$ cat src/rtl/edge_pkg.sv
// Shared constants and FSM state encoding for the edge-detect frame writer.
`timescale 1ns/1ps
package edge_pkg;

  localparam int IMG_WIDTH    = 640;
  localparam int IMG_HEIGHT   = 480;
  localparam int PIX_PER_WORD = 4;

  typedef enum logic [2:0] {
    IDLE,
    WAIT_SOF,
    CAPTURE,
    DRAIN,
    DONE
  } state_t;

endpackage

$ cat src/rtl/pix_word_fifo.sv
// Show-ahead synchronous FIFO holding {address, packed word} entries.
`timescale 1ns/1ps
module pix_word_fifo #(
  parameter int WIDTH = 49,
  parameter int DEPTH = 8
) (
  input  logic             clk,
  input  logic             rst,
  input  logic             i_push,
  input  logic [WIDTH-1:0] i_din,
  input  logic             i_pop,
  output logic [WIDTH-1:0] o_dout,
  output logic             o_full,
  output logic             o_empty,
  output logic             o_one
);

  localparam int AW = $clog2(DEPTH);

  logic [WIDTH-1:0] r_mem [DEPTH];
  logic [AW:0]      r_wr;
  logic [AW:0]      r_rd;
  logic             w_do_push;
  logic             w_do_pop;
  logic [AW:0]      w_count;

  assign o_empty   = (r_wr == r_rd);
  assign o_full    = (r_wr[AW] != r_rd[AW]) && (r_wr[AW-1:0] == r_rd[AW-1:0]);
  assign w_count   = r_wr - r_rd;
  assign o_one     = (w_count == (AW+1)'(1));
  assign o_dout    = r_mem[r_rd[AW-1:0]];
  // A push on a full FIFO is still taken when the head leaves in the same cycle.
  assign w_do_push = i_push && (!o_full || i_pop);
  assign w_do_pop  = i_pop && !o_empty;

  // Pointer update; the extra MSB distinguishes full from empty.
  always_ff @(posedge clk or posedge rst) begin
    if (rst) begin
      r_wr <= '0;
      r_rd <= '0;
    end else begin
      if (w_do_push) r_wr <= r_wr + 1'b1;
      if (w_do_pop)  r_rd <= r_rd + 1'b1;
    end
  end

  // Storage array, write side only.
  always_ff @(posedge clk) begin
    if (w_do_push) r_mem[r_wr[AW-1:0]] <= i_din;
  end

endmodule

$ cat src/rtl/edge_frame_writer.sv
// Captures one edge-detect frame, packs 4 pixels per word and writes the
// words to the frame buffer through a small FIFO and a req/ack port.
`timescale 1ns/1ps
module edge_frame_writer #(
  parameter int IMG_WIDTH  = edge_pkg::IMG_WIDTH,
  parameter int IMG_HEIGHT = edge_pkg::IMG_HEIGHT,
  parameter int ADDR_W     = 17,
  parameter int BASE_ADDR  = 0,
  parameter int FIFO_DEPTH = 8
) (
  input  logic              clk,
  input  logic              rst,
  input  logic              arm,
  input  logic              pix_valid,
  input  logic [12:0]       pix_row,
  input  logic [12:0]       pix_col,
  input  logic [7:0]        pix_data,
  output logic              wr_req,
  output logic [ADDR_W-1:0] wr_addr,
  output logic [31:0]       wr_data,
  input  logic              wr_ack,
  output logic              busy,
  output logic              frame_done,
  output logic              seq_err,
  output logic              ovf_err,
  output logic [31:0]       frame_cycles
);

  import edge_pkg::*;

  localparam int FW = ADDR_W + 32;

  state_t            r_state;
  state_t            w_next;
  logic              w_sof;
  logic              w_accept;
  logic              w_at_end;
  logic              w_last;
  logic              w_pop;
  logic              w_drop;
  logic              w_drained;
  logic              w_empty;
  logic              w_full;
  logic              w_one;
  logic [FW-1:0]     w_head;

  logic [12:0]       r_exp_col;
  logic [12:0]       r_exp_row;
  logic [1:0]        r_lane;
  logic [23:0]       r_pack;
  logic [31:0]       r_word;
  logic [ADDR_W-1:0] r_word_addr;
  logic              r_word_valid;
  logic [ADDR_W-1:0] r_addr;
  logic              r_seq_err;
  logic              r_ovf_err;
  logic [31:0]       r_cycles;

  assign w_sof    = pix_valid && (pix_row == '0) && (pix_col == '0);
  assign w_accept = pix_valid && ((r_state == WAIT_SOF && w_sof) || r_state == CAPTURE);
  assign w_at_end = (r_exp_row == 13'(IMG_HEIGHT - 1)) && (r_exp_col == 13'(IMG_WIDTH - 1));
  assign w_last   = (r_state == CAPTURE) && w_accept && w_at_end;
  assign w_pop    = !w_empty && wr_ack;
  assign w_drop   = r_word_valid && w_full && !w_pop;
  // Drain completes on the cycle the final word is acked, so frame_done
  // follows that ack directly instead of waiting for the FIFO to show empty.
  assign w_drained = !r_word_valid && (w_empty || (w_one && w_pop));

  pix_word_fifo #(
    .WIDTH (FW),
    .DEPTH (FIFO_DEPTH)
  ) u_fifo (
    .clk     (clk),
    .rst     (rst),
    .i_push  (r_word_valid),
    .i_din   ({r_word_addr, r_word}),
    .i_pop   (w_pop),
    .o_dout  (w_head),
    .o_full  (w_full),
    .o_empty (w_empty),
    .o_one   (w_one)
  );

  // FSM state register.
  always_ff @(posedge clk or posedge rst) begin
    if (rst) r_state <= IDLE;
    else     r_state <= w_next;
  end

  // FSM next-state logic.
  always_comb begin
    w_next = r_state;
    case (r_state)
      IDLE:     if (arm)       w_next = WAIT_SOF;
      WAIT_SOF: if (w_sof)     w_next = CAPTURE;
      CAPTURE:  if (w_last)    w_next = DRAIN;
      DRAIN:    if (w_drained) w_next = DONE;
      DONE:                    w_next = IDLE;
      default:                 w_next = IDLE;
    endcase
  end

  // FSM and write-port outputs.
  always_comb begin
    busy       = (r_state == WAIT_SOF) || (r_state == CAPTURE) || (r_state == DRAIN);
    frame_done = (r_state == DONE);
    wr_req     = !w_empty;
    wr_addr    = w_empty ? '0 : w_head[FW-1:32];
    wr_data    = w_empty ? '0 : w_head[31:0];
  end

  assign seq_err      = r_seq_err;
  assign ovf_err      = r_ovf_err;
  assign frame_cycles = r_cycles;

  // Position counters and packer; address comes from the counters, not the tags.
  always_ff @(posedge clk or posedge rst) begin
    if (rst) begin
      r_exp_col    <= '0;
      r_exp_row    <= '0;
      r_lane       <= '0;
      r_pack       <= '0;
      r_word       <= '0;
      r_word_addr  <= '0;
      r_word_valid <= 1'b0;
      r_addr       <= '0;
    end else begin
      r_word_valid <= 1'b0;
      if (r_state == IDLE && arm) begin
        r_exp_col <= '0;
        r_exp_row <= '0;
        r_lane    <= '0;
        r_addr    <= ADDR_W'(BASE_ADDR);
      end else if (w_accept) begin
        if (r_exp_col == 13'(IMG_WIDTH - 1)) begin
          r_exp_col <= '0;
          r_exp_row <= r_exp_row + 1'b1;
        end else begin
          r_exp_col <= r_exp_col + 1'b1;
        end
        if (r_lane == 2'(PIX_PER_WORD - 1)) begin
          r_word       <= {pix_data, r_pack};
          r_word_addr  <= r_addr;
          r_word_valid <= 1'b1;
          r_addr       <= r_addr + 1'b1;
        end else begin
          case (r_lane)
            2'd0:    r_pack[7:0]   <= pix_data;
            2'd1:    r_pack[15:8]  <= pix_data;
            default: r_pack[23:16] <= pix_data;
          endcase
        end
        r_lane <= r_lane + 1'b1;
      end
    end
  end

  // Sticky error flags and saturating frame cycle counter, cleared at SOF.
  always_ff @(posedge clk or posedge rst) begin
    if (rst) begin
      r_seq_err <= 1'b0;
      r_ovf_err <= 1'b0;
      r_cycles  <= '0;
    end else if (r_state == WAIT_SOF && w_sof) begin
      r_seq_err <= 1'b0;
      r_ovf_err <= 1'b0;
      r_cycles  <= 32'd1;
    end else begin
      if (r_state == CAPTURE && w_accept &&
          (pix_row != r_exp_row || pix_col != r_exp_col))
        r_seq_err <= 1'b1;
      if (w_drop)
        r_ovf_err <= 1'b1;
      if ((r_state == CAPTURE || r_state == DRAIN) && r_cycles != '1)
        r_cycles <= r_cycles + 1'b1;
    end
  end

endmodule

$ cat config.mk
export PLATFORM = sky130hd
export DESIGN_NAME = edge_frame_writer
export DESIGN_NICKNAME = d
export VERILOG_FILES = /design/src/rtl/edge_pkg.sv /design/src/rtl/pix_word_fifo.sv /design/src/rtl/edge_frame_writer.sv
export SDC_FILE = /design/constraint.sdc
export NUM_CORES = 1
export LEC_CHECK = 0
export BUFFER_PORTS_ARGS = -buffer_cell sky130_fd_sc_hd__buf_2
export CAP_MARGIN = 15
export CORE_UTILIZATION = 44
export CTS_CLUSTER_DIAMETER = 120
export DETAILED_ROUTE_END_ITERATION = 12
export PLACE_DENSITY = 0.67
export SLEW_MARGIN = 30
export SYNTH_ARGS = -nofsm -noshare
export SYNTH_HDL_FRONTEND = slang
export SYNTH_SLANG_ARGS = --single-unit
$ cat constraint.sdc
create_clock -name clk -period 7.3 [get_ports clk]
set_input_delay 1.46 -clock clk [delete_from_list [all_inputs] [get_ports clk]]
set_output_delay 1.46 -clock clk [all_outputs]
set_load 0.005 [all_outputs]
After elaboration in Yosys (flattened, before gate mapping)
Memory sizes are Yosys's and may differ from the RTL's.
Index checks and enable logic that the tools add are counted.
{"block": "word_totals", "output_inout_bits": 86, "register_bits": 164, "input_bits": 39, "n_memories": 1, "elab_cells": 123, "ramBits": 392}
{"block": "op_classes", "muxes": 29, "n_addsub": 8, "n_reduce_logical": 47, "n_eq_ne": 19, "bitwise": 3}
{"memory": "u_fifo.r_mem", "depth": 8, "width": 49, "rd": 1, "rd_ports_with_merged_regs": 0, "wr": 1, "line": "pix_word_fifo.sv:20", "source": "logic [WIDTH-1:0] r_mem [DEPTH];"}
{"operator": "two-way mux 32 bit", "count": 3}
{"operator": "two-way mux 13 bit", "count": 6}
{"operator": "two-way mux 17 bit", "count": 4}
{"operator": "adder 32 x 1 -> 32 bit, second input constant", "count": 1}
{"operator": "inequality test 32 bit, second input constant", "count": 1}
{"operator": "adder 13 x 1 -> 13 bit, second input constant", "count": 2}
{"operator": "zero test 13 bit", "count": 2}
{"operator": "inequality test 13 bit", "count": 2}
{"operator": "logical AND 1 bit", "count": 18}
{"operator": "adder 17 x 1 -> 17 bit, second input constant", "count": 1}
{"operator": "AND reduction 4 bit", "count": 4}
{"operator": "== test 13 x 10 -> 1 bit, second input constant", "count": 1}
{"operator": "== test 13 x 9 -> 1 bit, second input constant", "count": 1}
{"operator": "two-way mux 3 bit", "count": 4}
{"operator": "case mux 3 bit (4 select lines)", "count": 1}
{"operator": "nonzero test 2 bit", "count": 6}
{"operator": "two-way mux 1 bit", "count": 9}
{"operator": "adder 4 x 1 -> 4 bit, second input constant", "count": 2}
{"operator": "inequality test 2 bit, second input constant", "count": 4}
{"operator": "logical OR 1 bit", "count": 7}
{"operator": "== test 3 x 2 -> 1 bit, second input constant", "count": 2}
{"operator": "== test 4 x 1 -> 1 bit, second input constant", "count": 1}
{"operator": "== test 4 bit", "count": 1}
{"operator": "zero test 1 bit", "count": 4}
{"operator": "15 further kinds", "count": 19}

Logic depth before layout (Yosys ltp)
Gate-level depths: netlist (run 1).
{"block": "depth", "word_depth": 10, "depth_mapped": 10, "depth_no_buf": 9}

By module
A second synthesis (run 1) with hierarchy kept.
{"block": "hier_totals", "cells_unflattened": 1524, "area_unflattened_um2": 23607.6}
{"mod": "pix_word_fifo", "seq_area_each_um2": 11971.5, "cells_per_inst": 730, "area_each_um2": 15352.2, "n_inst": 1}
{"mod": "edge_frame_writer", "seq_area_each_um2": 3903.7, "cells_per_inst": 794, "area_each_um2": 8255.4, "n_inst": 1}

Least setup slack after synthesis (run 1)
Ideal clock, no wire load.
{"block": "synth_timing", "path_type": "register to register", "from": "register u_fifo.r_rd[1]", "to": "memory u_fifo.r_mem[0][0], enable pin", "arrival_ns": 5.319, "setup_time_ns": 0.516, "n_path_buf": 3, "synth_period_minus_slack_ns": 5.835, "path_stages_with_launch": 11, "required_ns": 6.784, "setup_slack_ns": 1.465, "cell_sequence": "dfrtp_1 > clkbuf_1 > clkbuf_1 > inv_1 > ha_1 > nand3_1 > nor3_1 > nor2b_1 > clkbuf_1 > nand2_1 > nor3_1"}
{"block": "synth_via", "elab_chain_cells": 7, "elab_cells_between_ends": 10, "classes_between": "2 x eq/ne; 2 x mux; 6 x reduce/logical"}
{"item": "start: declaration", "line": "pix_word_fifo.sv:22", "source": "logic [AW:0] r_rd;"}
{"item": "start signal: assignment", "line": "pix_word_fifo.sv:43", "source": "if (w_do_pop) r_rd <= r_rd + 1'b1;"}
{"item": "== test 4 bit or == test 3 bit (tied branches)", "line": "pix_word_fifo.sv:27, pix_word_fifo.sv:28"}
{"item": "zero test 1 bit or logical AND 1 bit (tied branches)", "line": "edge_frame_writer.sv:63, pix_word_fifo.sv:28"}
{"item": "logical AND 1 bit or zero test 1 bit (tied branches)", "line": "edge_frame_writer.sv:63, pix_word_fifo.sv:33"}
{"item": "logical OR 1 bit *", "line": "pix_word_fifo.sv:33", "source": "assign w_do_push = i_push && (!o_full || i_pop);"}
{"item": "logical AND 1 bit *", "line": "pix_word_fifo.sv:33"}
{"item": "two-way mux 1 bit *", "line": "pix_word_fifo.sv:49", "source": "if (w_do_push) r_mem[r_wr[AW-1:0]] <= i_din;"}
{"item": "two-way mux 1 bit (not written as such) *", "line": "pix_word_fifo.sv:49"}
{"item": "end: declaration", "line": "pix_word_fifo.sv:20"}
Mark *: on every way between the ends. The rest lies on a longest branch, timed or not.

Worst setup path in the final report (run 1)
{"block": "layout_timing", "from": "register u_fifo.r_rd[2]", "to": "output port wr_addr[16]"}
{"block": "layout_via", "elab_chain_cells": 2, "elab_cells_between_ends": 3, "classes_between": "1 x eq/ne; 1 x mux; 1 x memory"}
{"item": "memory read (8 x 49 bit) or == test 4 bit (tied branches)"}
{"item": "two-way mux 17 bit *", "line": "edge_frame_writer.sv:108", "source": "wr_addr = w_empty ? '0 : w_head[FW-1:32];"}
{"item": "end: declaration", "line": "edge_frame_writer.sv:19", "source": "output logic [ADDR_W-1:0] wr_addr,"}
Marks and branches as above.

==> results of run 1 <==
-- logic make-up (layout without fill, tap and decap cells) --
group                    Yosys count  count (layout)  synth area share (%)
multiplexers                     193             193                  14.0
buffers and inverters            100             274                  1.77
flip-flops                       556             556                  68.4
adder cells (fa/ha/maj)           13              13                 0.733
XOR/XNOR                          41              41                  1.55
AND/OR/NAND/NOR                  397             397                  8.96
AO/OA/AOI/OAI                    173             173                  4.57
-- final timing paths --
kind                                      from  slack [ns]  cells after the start             endpoint
worst max register to register  u_fifo.r_rd[2]        3.26                      9  u_fifo.r_mem[2][32]
worst min register to register  u_fifo.r_wr[3]        0.50                      1       u_fifo.r_wr[3]
min in group asynchronous                  rst        0.81                      2     frame_cycles[29]
max in group asynchronous                  rst        5.18                      4         r_exp_col[3]
worst min-delay path            u_fifo.r_wr[3]        0.50                      1       u_fifo.r_wr[3]
worst max-delay path            u_fifo.r_rd[2]        2.21                      7          wr_addr[16]
-- registers in the layout, indices dropped and copies added, names as in the netlist, 2 cells and up --
name and flops:
frame_cycles 32, r_addr 17, r_exp_col 13, r_exp_row 13, r_lane 2, r_pack 24, r_state 3, r_word 32
r_word_addr 17, u_fifo.r_mem 392, u_fifo.r_rd 4, u_fifo.r_wr 4
-- power by group --
part | switching [mW] | leakage, nW | internal (mW)
clock | 1.22 | 0.924 | 1.69
combinational | 1.08 | 3.18 | 1.03
sequential | 0.457 | 5.61 | 3.92
-- cells in the mapped netlist, types with 7 or more instances --
cell type / n
edfxtp_1: 392
dfrtp_1: 164
nand2_1: 155
mux4_2: 98
a21oi_1: 95
mux2_2: 75
clkbuf_1: 51
nand3_1: 36
nand4_1: 33
or4_1: 33
o31ai_1: 31
nor2_1: 29
xnor2_1: 28
nor3_1: 22
buf_2: 20
mux2i_1: 20
inv_1: 18
and3_1: 15
nor4_1: 15
xor2_1: 13
and4_1: 12
ha_1: 12
o21ai_0: 12
nand2b_1: 9
or3_1: 8
buf_1: 7
-- routing by layer --
metal | up-vias | track usage [%] | wire length (um)
met5 | - | 0 | 13
met1 | 6876 | 26.6 | 21800
met4 | 2 | 6.17 | 1340
li1 | 6014 | - | -
met3 | 89 | 3.09 | 2980
met2 | 410 | 31.4 | 24900
-- worst max-delay path: stages, from the launching register on --
cell	delay [ns]
dfrtp_2	0.34
buf_4	0.60
inv_2	0.07
ha_1	0.37
and4_2	0.76
buf_4	0.47
a21oi_1	0.17
buf_2	0.16
-- layout make-up --
class	count	area, um2
fill	4240	25200
sequential	556	15900
multi-input combinational	817	6980
clock buffer	78	1530
timing repair buffer	149	872
tap	680	851
clock inverter	28	359
inverter	19	77.6
-- per-stage QoR --
stage,power [mW],util [%],hold WS [ns],worst slack (ns)
6_report,9.41,51.4,0.497,2.21
3_3_place_gp,6.52,47.5,0.480,2.92
5_1_grt,9.85,51.4,0.504,2.05
3_5_place_dp,6.60,47.6,0.486,2.82
2_1_floorplan,5.75,-,0.462,1.41
4_1_cts,9.51,51.2,0.498,2.13
==> out/summary.md, run 1 <==
The run finished with clean final reports. The post-synthesis cell type count is 64, and the share of flip-flops with an asynchronous set or reset after synthesis is 29.5%. For the total count of hold-check failures in the final report, the log shows 0.

For the fraction of the yosys area taken by sequential cells, the log shows 68.4%. The later pin in the worst-skew pair is clocked with a latency of 0.64 ns. The number of hold buffers added after cts came out at 0.

For the relative max-transition margin, the log shows 35.6%. The summed area of non-filler cells in the final layout was 26600 um2. After the last flow step, the layout net total stands at 1651. The repair_antennas step left the layout with diodes totalling 0. The analysis attributes to cell leakage a power of 9.72 nW. The slew at the pin closest to its max-slew limit is 0.963 ns, and the number of synthesis warnings is 0. During placement, the flow inserted port buffers numbering 124. The floorplan has 83 rows.

The number of pins exceeding their max-slew limit in the final report is 0. The run gives 197 MHz as the fmax. Entering global routing, the biggest net connects 93 pins.

The post-synth net total came out at 1525. The worst path uses 69.7% of the clock period. Measured along the x axis, the die boundary spans 232 um. The number of synthesized register bits was 556. Summed over its instances, the top area cell type makes up 50.7% of the synthesized netlist area. Data arrives at the worst endpoint at 3.63 ns. The detailed-routing iteration count for the pre-antenna-repair pass was 7. Cell at the root of the clock tree: clkbuf_16.

After floorplanning, the core was sized to cover 51700 um2. The worst setup path is captured at an output pin. By area the synthesized netlist is led by edfxtp_1 (51%), dfrtp_1 (18%), mux4_2 (9.5%). The post-detailed-placement cell area is 24600 um2, and the synthesized area per cell is 15.8 um2. In this run the worst hold path is classified as register to register.

For the die area, the log shows 53700 um2. After detailed routing, the average wire length per cell comes to 21.9 um. The routed design could run at a clock period as short as 5.09 ns. Data on the critical path is required at its endpoint by 5.84 ns. TritonCTS built the clock tree. The clock arrives with 0.0577 ns of skew.

STA classifies the critical path startpoint as a register. Initial antenna violation count: 2. The clock passes through at most 3 buffers.

The H-tree generated during clock tree synthesis spans 2 levels. The accumulated negative setup slack was 0 ns. Setup repair after global routing left no endpoint under its margin. The library cells used most frequently in the layout, excluding fill and tap cells, are edfxtp_1 (392), dfrtp_1 (161), nand2_1 (155), buf_2 (124), mux4_2 (98).

The run gives 125 as the number of ports placed on the die boundary. The class of the most critical setup path was register to output pin. Dividing total power by cell area gives a power density of 354 nW/um2.

Via count of the first global-routing pass: 13470. Compared with the post-synthesis result, the final layout area differs by 14.4%. The floorplan step set the die height to 232 um.

After legalization and detailed placement, the total HPWL measured 29600 um. Once the floorplan was initialized, standard cells occupied 44.9% of the core. Number of routed nets with antenna violations: 0.

The biggest area contributor in the post-synthesis netlist is edfxtp_1. After global routing the overflow that remains totals 0. Leading register cell type out of synthesis: edfxtp_1. The first global-routing pass estimated 79000 um of wire.

For the synthesized cell area, the log shows 23200 um2. Setup violations remaining at the end of the flow were counted as 0. Along the worst path, the maximum fanout reaches 52.

In the routed design, unresolved DRC markers number 0. Of the cells placed in the final design, the portion with a size suffix greater than 1 is 26.5%. After clock tree synthesis, the repair step resized 0 gates. Dividing the detail-routed via count by the number of cells gives 5.75. Excluding fillers, the count of instances in the completed layout stands at 2327. Synthesis handed over a netlist of 1473 instances.

The number of enable flip-flop cells after synthesis was 392; the routability congestion estimate from global placement was 0.852. The first routing iteration left 1059 violations. Leaving out fill and tap cells, the most frequent cell in the layout is edfxtp_1. Detailed-route wire length: 50900 um. The logs give 0.225 mV for the maximum vdd ir drop and 56 for the number of buffers inserted during clock tree synthesis. The tool flagged a number of max-cap violations equal to 0. Counting tap cells, the placed design contains a total of 2219 instances. After clock tree synthesis, the clock-pin slew on the worst setup and hold paths is 0.06 ns. The via total after detailed routing was 13391; the post-CTS setup repair buffer count was 0. The number of sinks handled by clock tree synthesis came out at 556. For the global-route usage over all layers, the log shows 19.3%.
(Power assumes the default switching activity.)
==> inputs of run 2 (changes only) <==
--- a/config.mk
+++ b/config.mk
@@ -5,6 +5,7 @@
 export SDC_FILE = /design/constraint.sdc
 export NUM_CORES = 1
 export LEC_CHECK = 0
+export ABC_AREA = 1
 export BUFFER_PORTS_ARGS = -buffer_cell sky130_fd_sc_hd__buf_2
 export CAP_MARGIN = 15
 export CORE_UTILIZATION = 44
==> constraint.sdc (replaced) <==
create_clock -name clk -period 4.96 [get_ports clk]
set_input_delay 0.992 -clock clk [delete_from_list [all_inputs] [get_ports clk]]
set_output_delay 0.992 -clock clk [all_outputs]
set_load 0.005 [all_outputs]
==> out/summary.md, run 2 <==
The summed area of non-filler cells in the final layout was 27500 um2 (+3.5%); the CTS clock-pin slew for the worst setup and hold paths was 0.06 ns (about the same). The via count normalized by instance count was 5.43 (-5.6%). The combined buffer and inverter count along the critical path is 4 (unchanged).

The number of hold buffers added after cts was 0 (unchanged); the ratio of cells with drive above 1 in the final layout was 11.6% (-15 points). By count the netlist is led by nand2_1 (463), nor2_1 (407), edfxtp_1 (392). The synthesized area per cell came out at 10.3 um2 (-35%).

For the pin count of the biggest net entering global routing, the log shows 173 (+86%). The number of synthesized register bits works out to 556 (unchanged). The highest net fanout along the worst path was 51 (-1.9%).

The layout-stage area growth over the synthesis result works out to 13.1%. The required time at the endpoint of the critical path was 3.97 ns (-1.87 ns). The most common cell in the netlist is nand2_1. Worst hold slack: 0.471 ns (-0.0259 ns). The detailed-routing iteration count for the pre-antenna-repair pass was 5 (-2).

The cell at the root of the clock tree is clkbuf_16. The run gives 24300 um2 (+4.7%) as the synthesized cell area. The core region area is 54200 um2 (+4.9%).

The post-CTS setup repair buffer count was 0 (unchanged); the fraction of the yosys area taken by sequential cells was 65.3% (-3.1 points). Flip-flop count of the largest register, all copies and words added: 392 (unchanged). The detailed-placement wirelength estimate is 34200 um (+15%), and the number of failing setup endpoints in the final timing report is 0 (unchanged). The total DRC errors in the routed layout is 0 (unchanged). The slowest stage of the critical path is the buf_4 cell. The worst endpoint data arrival time came out at 3.34 ns (-0.29 ns). The horizontal extent of the die works out to 237 um (+2.3%). The total count of hold-check failures in the final report is 0 (unchanged), and the leakage power summed over all cells is 10.9 nW (+12%). The tools report the via total after detailed routing as 17341 (+29%). Aggregate global routing overflow: 0 (unchanged). The most used flip-flop cell after synthesis is edfxtp_1. Number of sinks handled by clock tree synthesis: 556 (unchanged). The initial antenna violation count is 1 (-1). Share of flip-flops with an asynchronous set or reset after synthesis: 29.5% (unchanged). By area the synthesized netlist is led by edfxtp_1 (48%), dfrtp_1 (17%), nand2_1 (7.1%). The category of the worst setup path capture point was an output pin. Number of buffers inserted during clock tree synthesis: 57 (+1.8%). Share of the synthesized area in the top cell type: 48.4% (-2.3 points). STA classifies the critical path startpoint as a register. The die area came out at 56200 um2 (+4.7%).

The path class of the tightest hold or removal check is register to register. In this design, the largest share of critical-path delay is due to buffers and inverters. For the via count of the first global-routing pass, the log shows 16893 (+25%). The latest clock arrival within the worst-skew pair was 0.61 ns (-0.03 ns); the count of port buffers added during placement was 124 (unchanged).

The number of rows in the core area is 85 (+2.4%), and the sum of internal, switching and leakage power is 14.9 mW (+58%). The worst path needs 4.33 ns of the cycle, external delays included. The tools report the total inserted antenna cells as 0 (unchanged). Class of the most critical setup path: register to output pin. The overall die height works out to 237 um (+2.3%). The post-detailed-placement cell area is 25600 um2 (+4.0%), and the maximum vdd ir drop is 0.338 mV (+50%). The detailed-route wire length per cell was 18.7 um (-15%); the largest buffer count on any clock path was 3 (unchanged).

Slew at the pin closest to its max-slew limit: 0.925 ns (-0.0381 ns). The synthesized design spends more area on one cell type than any other, namely edfxtp_1. The run gives 59600 um (+17%) as the detailed-route wire length.

The global-route wire length before repair is 93500 um (+18%), and the post-synth net total is 2411 (+58%). The tools report the number of synthesis warnings as 0 (unchanged). The number of pins exceeding their max-slew limit in the final report is 0 (unchanged). The library cells used most frequently in the layout, excluding fill and tap cells, are nand2_1 (463), nor2_1 (399), edfxtp_1 (392), o21ai_0 (269), dfrtp_1 (161). The count of instances resized after the clock tree is built came out at 0 (unchanged).

The accumulated negative setup slack came out at 0 ns (unchanged). TritonCTS built the clock tree. The run gives 21.3% (+2.0 points) as the global-route usage over all layers.

Relative max-transition margin: 38.3% (+2.7 points). The final core area utilization was 50.7% (-0.66 points). The most repeated library cell on the critical path is buf_4. The most frequent standard cell in the layout excluding fill and tap cells was nand2_1. Post-synthesis cell type count: 40 (-38%). The number of routed nets with antenna violations is 0 (unchanged). The power density over cell area came out at 542 nW/um2 (+53%). For the largest clock skew in the final design, the log shows 0.00971 ns (-0.0480 ns). The max-cap check violation count came out at 0 (unchanged). Routability congestion estimate from global placement: 0.870 (+2.2%). The number of enable flip-flop cells after synthesis came out at 392 (unchanged).

The tools report the number of ports placed on the die boundary as 125 (unchanged). The flow ran to the end, and the final reports show no timing, DRC or antenna violations. Walking the worst path, the cells encountered are buf_4, inv_2, ha_1, nand4_1, buf_4, o21ai_0, nor2_1, buf_2. The highest cell delay on the worst timing path came out at 0.55 ns (-0.21 ns).

Setup repair after global routing left no endpoint under its margin. The run gives 44.8% (-0.062 points) as the starting utilization of the core area. The logs give 2502 (+52%) for the final-stage net count and 231 MHz for the fmax. The worst path uses 87.3% of the clock period. The number of cells produced by synthesis was 2359 (+60%); the deepest level of the CTS H-tree was 2 (unchanged).

The run gives 1585 (+50%) as the first-iteration detailed-routing DRC count.
==> run 2: final timing paths <==
path | cells after the start | slack [ns] | start | end
hold reg to reg | 2 | 0.47 | r_pack[20] | r_word[20]
min in group asynchronous | 3 | 0.49 | rst | r_exp_row[11]
max in group asynchronous | 4 | 3.68 | rst | u_fifo.r_rd[0]
setup / recovery | 8 | 0.63 | u_fifo.r_rd[1] | wr_addr[16]
hold / removal | 2 | 0.47 | r_pack[20] | r_word[20]
setup reg to reg | 11 | 1.60 | u_fifo.r_rd[1] | u_fifo.r_mem[2][3]
==> run 2: worst min-delay path, delay by kind of cell (launching register included) <==
family           cells  cell delay [ns]
flip-flops           1             0.34
AND/OR/NAND/NOR      2             0.11
==> run 2: per-stage QoR <==
step	std cells	setup slack [ns]
after floorplan	2359	0.691
after global placement	3086	1.27
after detailed placement	3086	1.24
after CTS	3192	0.569
after global routing	3193	0.316
final	3193	0.629
==> run 2: final cells by class <==
cell class | count | area (um2)
Multi-Input combinational cell | 1560 | 7470
Timing Repair Buffer | 149 | 916
Tap cell | 696 | 871
Sequential cell | 556 | 15900
Clock inverter | 38 | 349
Inverter | 126 | 479
Fill cell | 4788 | 26700
Clock buffer | 68 | 1530
==> run 2: cell families after synthesis <==
family          share of synthesized area, %
buf+inv                                 4.23
flops                                   65.3
fa+ha+maj                              0.700
simple gates                            18.4
xor+xnor                                2.27
compound gates                          9.09
==> run 2: power by group <==
part / total [mW] / internal (mW) / switching [mW]
Combinational: 4.41 / 1.53 / 2.89
Clock: 4.28 / 2.47 / 1.81
Sequential: 6.20 / 5.57 / 0.634
==> run 2: layer usage <==
layer / wire length (um) / track usage (%) / share of wire, %
met5: 17 / 0 / 0.029
met3: 3400 / 3.22 / 5.7
met1: 26100 / 28.7 / 44
met4: 1600 / 6.75 / 2.7
met2: 28400 / 35.6 / 48
==> inputs of run 3 (changes only) <==
--- a/config.mk
+++ b/config.mk
@@ -8,6 +8,7 @@
 export ABC_AREA = 1
 export BUFFER_PORTS_ARGS = -buffer_cell sky130_fd_sc_hd__buf_2
 export CAP_MARGIN = 15
+export CORE_ASPECT_RATIO = 1.1
 export CORE_UTILIZATION = 44
 export CTS_CLUSTER_DIAMETER = 120
 export DETAILED_ROUTE_END_ITERATION = 12
==> out/summary.md, run 3 (synthesis gave the netlist of run 2 again) <==
The flow ran to the end, and the final reports show no timing, DRC or antenna violations. The path class of the tightest hold or removal check is input pin to asynchronous set/reset pin. The library cell used most frequently in the layout, excluding fill and tap cells, is nand2_1. For the detailed-placement wirelength estimate, the log shows 33700 um (-1.4%).

The met2 wire length came out at 29200 um (+2.8%). The run gives 0 (unchanged) as the max-cap check violation count. The setup slack on the worst flop-to-flop path came out at 1.84 ns (+0.24 ns). The ratio of final minimum period to clock period was 83.1% (-4.2 points). The power density over cell area is 534 nW/um2 (-1.5%).

Most repeated library cell on the critical path: nor2_1. The number of pins exceeding their max-slew limit in the final report is 0 (unchanged). The overall die height works out to 249 um (+4.8%). For the initial antenna violation count, the log shows 1 (unchanged).

The global-route wire length before repair was 91800 um (-1.8%). Worst endpoint data arrival time: 3.13 ns (-0.21 ns). The slew at the pin closest to its max-slew limit was 0.943 ns (+0.0178 ns). The number of ports placed on the die boundary was 125 (unchanged); the number of sinks handled by clock tree synthesis was 556 (unchanged). The horizontal extent of the die is 226 um (-4.6%), and the detailed-route wire length per cell is 18.2 um (-2.5%). The run gives 2 (unchanged) as the deepest level of the CTS H-tree.

The tools report the total DRC errors in the routed layout as 0 (unchanged). From synthesis to final layout, the design area changed by 12.9%. The placed cell count is 3120 (+1.1%).

The tools report the core region area as 54100 um2 (-0.22%). Class of the most critical setup path: register to output pin. Walking the worst path, the cells encountered are inv_4, buf_4, o21ai_0, o22ai_1, nor2_1, nor2_1, buf_2. Highest net fanout along the worst path: 77 (+51%). The relative max-transition margin was 37.1% (-1.2 points).

Total inserted antenna cells: 0 (unchanged). The maximum vdd ir drop is 0.408 mV (+21%). Highest routed metal layer: met4. The tools report the accumulated negative setup slack as 0 ns (unchanged). For the number of failing setup endpoints in the final timing report, the log shows 0 (unchanged). Kind of launch point of the worst setup path: a register.

Largest buffer count on any clock path: 3 (unchanged). The tools report the leakage power summed over all cells as 10.8 nW (-0.32%). The fill cell total of the finished layout was 4810 (+0.46%). The post-CTS setup repair buffer count was 0 (unchanged). Latest clock arrival within the worst-skew pair: 0.62 ns (about the same). For the pin count of the biggest net entering global routing, the log shows 169 (-2.3%). The fmax was 243 MHz (+5.1%); the net switching power of the design was 5.29 mW (-0.73%). The number of buffers inserted during clock tree synthesis is 56 (-1.8%), and the detailed-routing iteration count for the pre-antenna-repair pass is 6 (+1).

The tree is rooted in a clkbuf_16. The run gives 56200 um2 (about the same) as the die area. Switching part of the total: 36.2% (+0.35 points).

The number of rows in the core area was 89 (+4.7%); the final-stage net count was 2504 (+0.080%). The tools report the detailed-route wire length as 58700 um (-1.4%). The cell-internal power was 9.35 mW (-2.2%). The via total after detailed routing is 17339 (-0.012%).

The logs give 30.1% (+0.5 points) for the combinational fraction of design power and 0 (unchanged) for the aggregate global routing overflow. Setup repair after global routing left no endpoint under its margin. The clock share of power is 27.6% (-1.1 points).

The met3 layer wire length in the routed design came out at 3450 um (+1.4%). The tools report the category of the worst setup path capture point as an output pin. The via count normalized by instance count was 5.37 (-1.1%); the count of instances resized after the clock tree is built was 0 (unchanged).

The global-route usage over all layers is 20.9% (-0.38 points). TritonCTS built the clock tree. The flip-flop count of the largest register, all copies and words added is 392 (unchanged), and the routability congestion estimate from global placement is 0.875 (+0.52%). The via count of the first global-routing pass is 16808 (-0.50%). The count of port buffers added during placement is 124 (unchanged), and the first-iteration detailed-routing DRC count is 1277 (-19%). The CTS clock-pin slew for the worst setup and hold paths was 0.06 ns (about the same); the number of routed nets with antenna violations was 0 (unchanged).

Number of hold buffers added after cts: 0 (unchanged). The run gives 44.9% (+0.099 points) as the starting utilization of the core area. The ratio of cells with drive above 1 in the final layout works out to 11.5% (-0.089 points). The minimum clock period is 4.12 ns (-0.208 ns).

Final cell count without fillers: 3227 (+1.1%). The final core area utilization was 50.7% (about the same). The highest cell delay on the worst timing path is 0.63 ns (+0.08 ns). The run gives 0 (unchanged) as the total count of hold-check failures in the final report. For the worst hold slack, the log shows 0.394 ns (-0.0775 ns). The standard cell with the maximum stage delay on the critical path was dfrtp_4. The top cell types in the final layout, fill and taps aside, are nand2_1 (463), nor2_1 (399), edfxtp_1 (392), o21ai_0 (269), dfrtp_1 (161). The power share of the sequential group is 42.2% (+0.5 points).

The tools report the detailed-routing wirelength on met1 as 24500 um (-6.1%). Required time at the endpoint of the critical path: 3.97 ns (about the same). The largest clock skew in the final design is 0.0226 ns (+0.0129 ns).
==> run 3: worst paths after layout <==
check / from / end / cells after the start
max reg2reg: u_fifo.r_rd[0] / u_fifo.r_mem[4][39] / 9
max in group asynchronous: rst / r_pack[15] / 4
min in group clk: r_pack[22] / r_word[22] / 2
min: rst / r_word_addr[4] / 3
min reg2reg: r_pack[22] / r_word[22] / 2
max: u_fifo.r_rd[0] / wr_addr[5] / 7
==> run 3: layer usage <==
| metal | track usage (%) | vias to the layer above |
|---|---|---|
| li1 | - | 8270 |
| met1 | 27.0 | 8445 |
| met2 | 36.1 | 532 |
| met3 | 3.13 | 92 |
| met4 | 6.41 | 0 |
| met5 | 0 | - |
==> run 3: cell type report <==
class	count	area (um2)	share of cell area, %
Sequential cell	556	15900	57.9
Clock inverter	29	250	0.912
Tap cell	728	911	3.32
Timing Repair Buffer	152	930	3.39
Multi-Input combinational cell	1560	7470	27.2
Inverter	126	479	1.75
Clock buffer	76	1520	5.53
==> run 3: critical path: cells and delay by family (launching register included) <==
kind	cells	cell delay [ns]
AO/OA/AOI/OAI	2	0.27
buffers and inverters	3	1.24
flip-flops	1	0.63
AND/OR/NAND/NOR	2	0.34
==> run 3: stage by stage <==
step	worst slack (ns)	cell area (um2)	power, mW
final	0.837	27400	14.6
after global routing	0.598	27400	15.5
after CTS	0.832	27400	14.8
after detailed placement	1.50	25600	10.7
after global placement	1.53	25600	10.5
after floorplan	0.691	24300	9.03
==> run 3: power by group through the flow <==
stage | Clock [mW] | Sequential [mW] | Combinational (mW)
2_1_floorplan | 0 | 6.02 | 3.01
3_3_place_gp | 0 | 6.24 | 4.30
3_5_place_dp | 0 | 6.27 | 4.43
4_1_cts | 4.12 | 6.18 | 4.45
5_1_grt | 4.29 | 6.27 | 4.95
6_report | 4.04 | 6.19 | 4.42
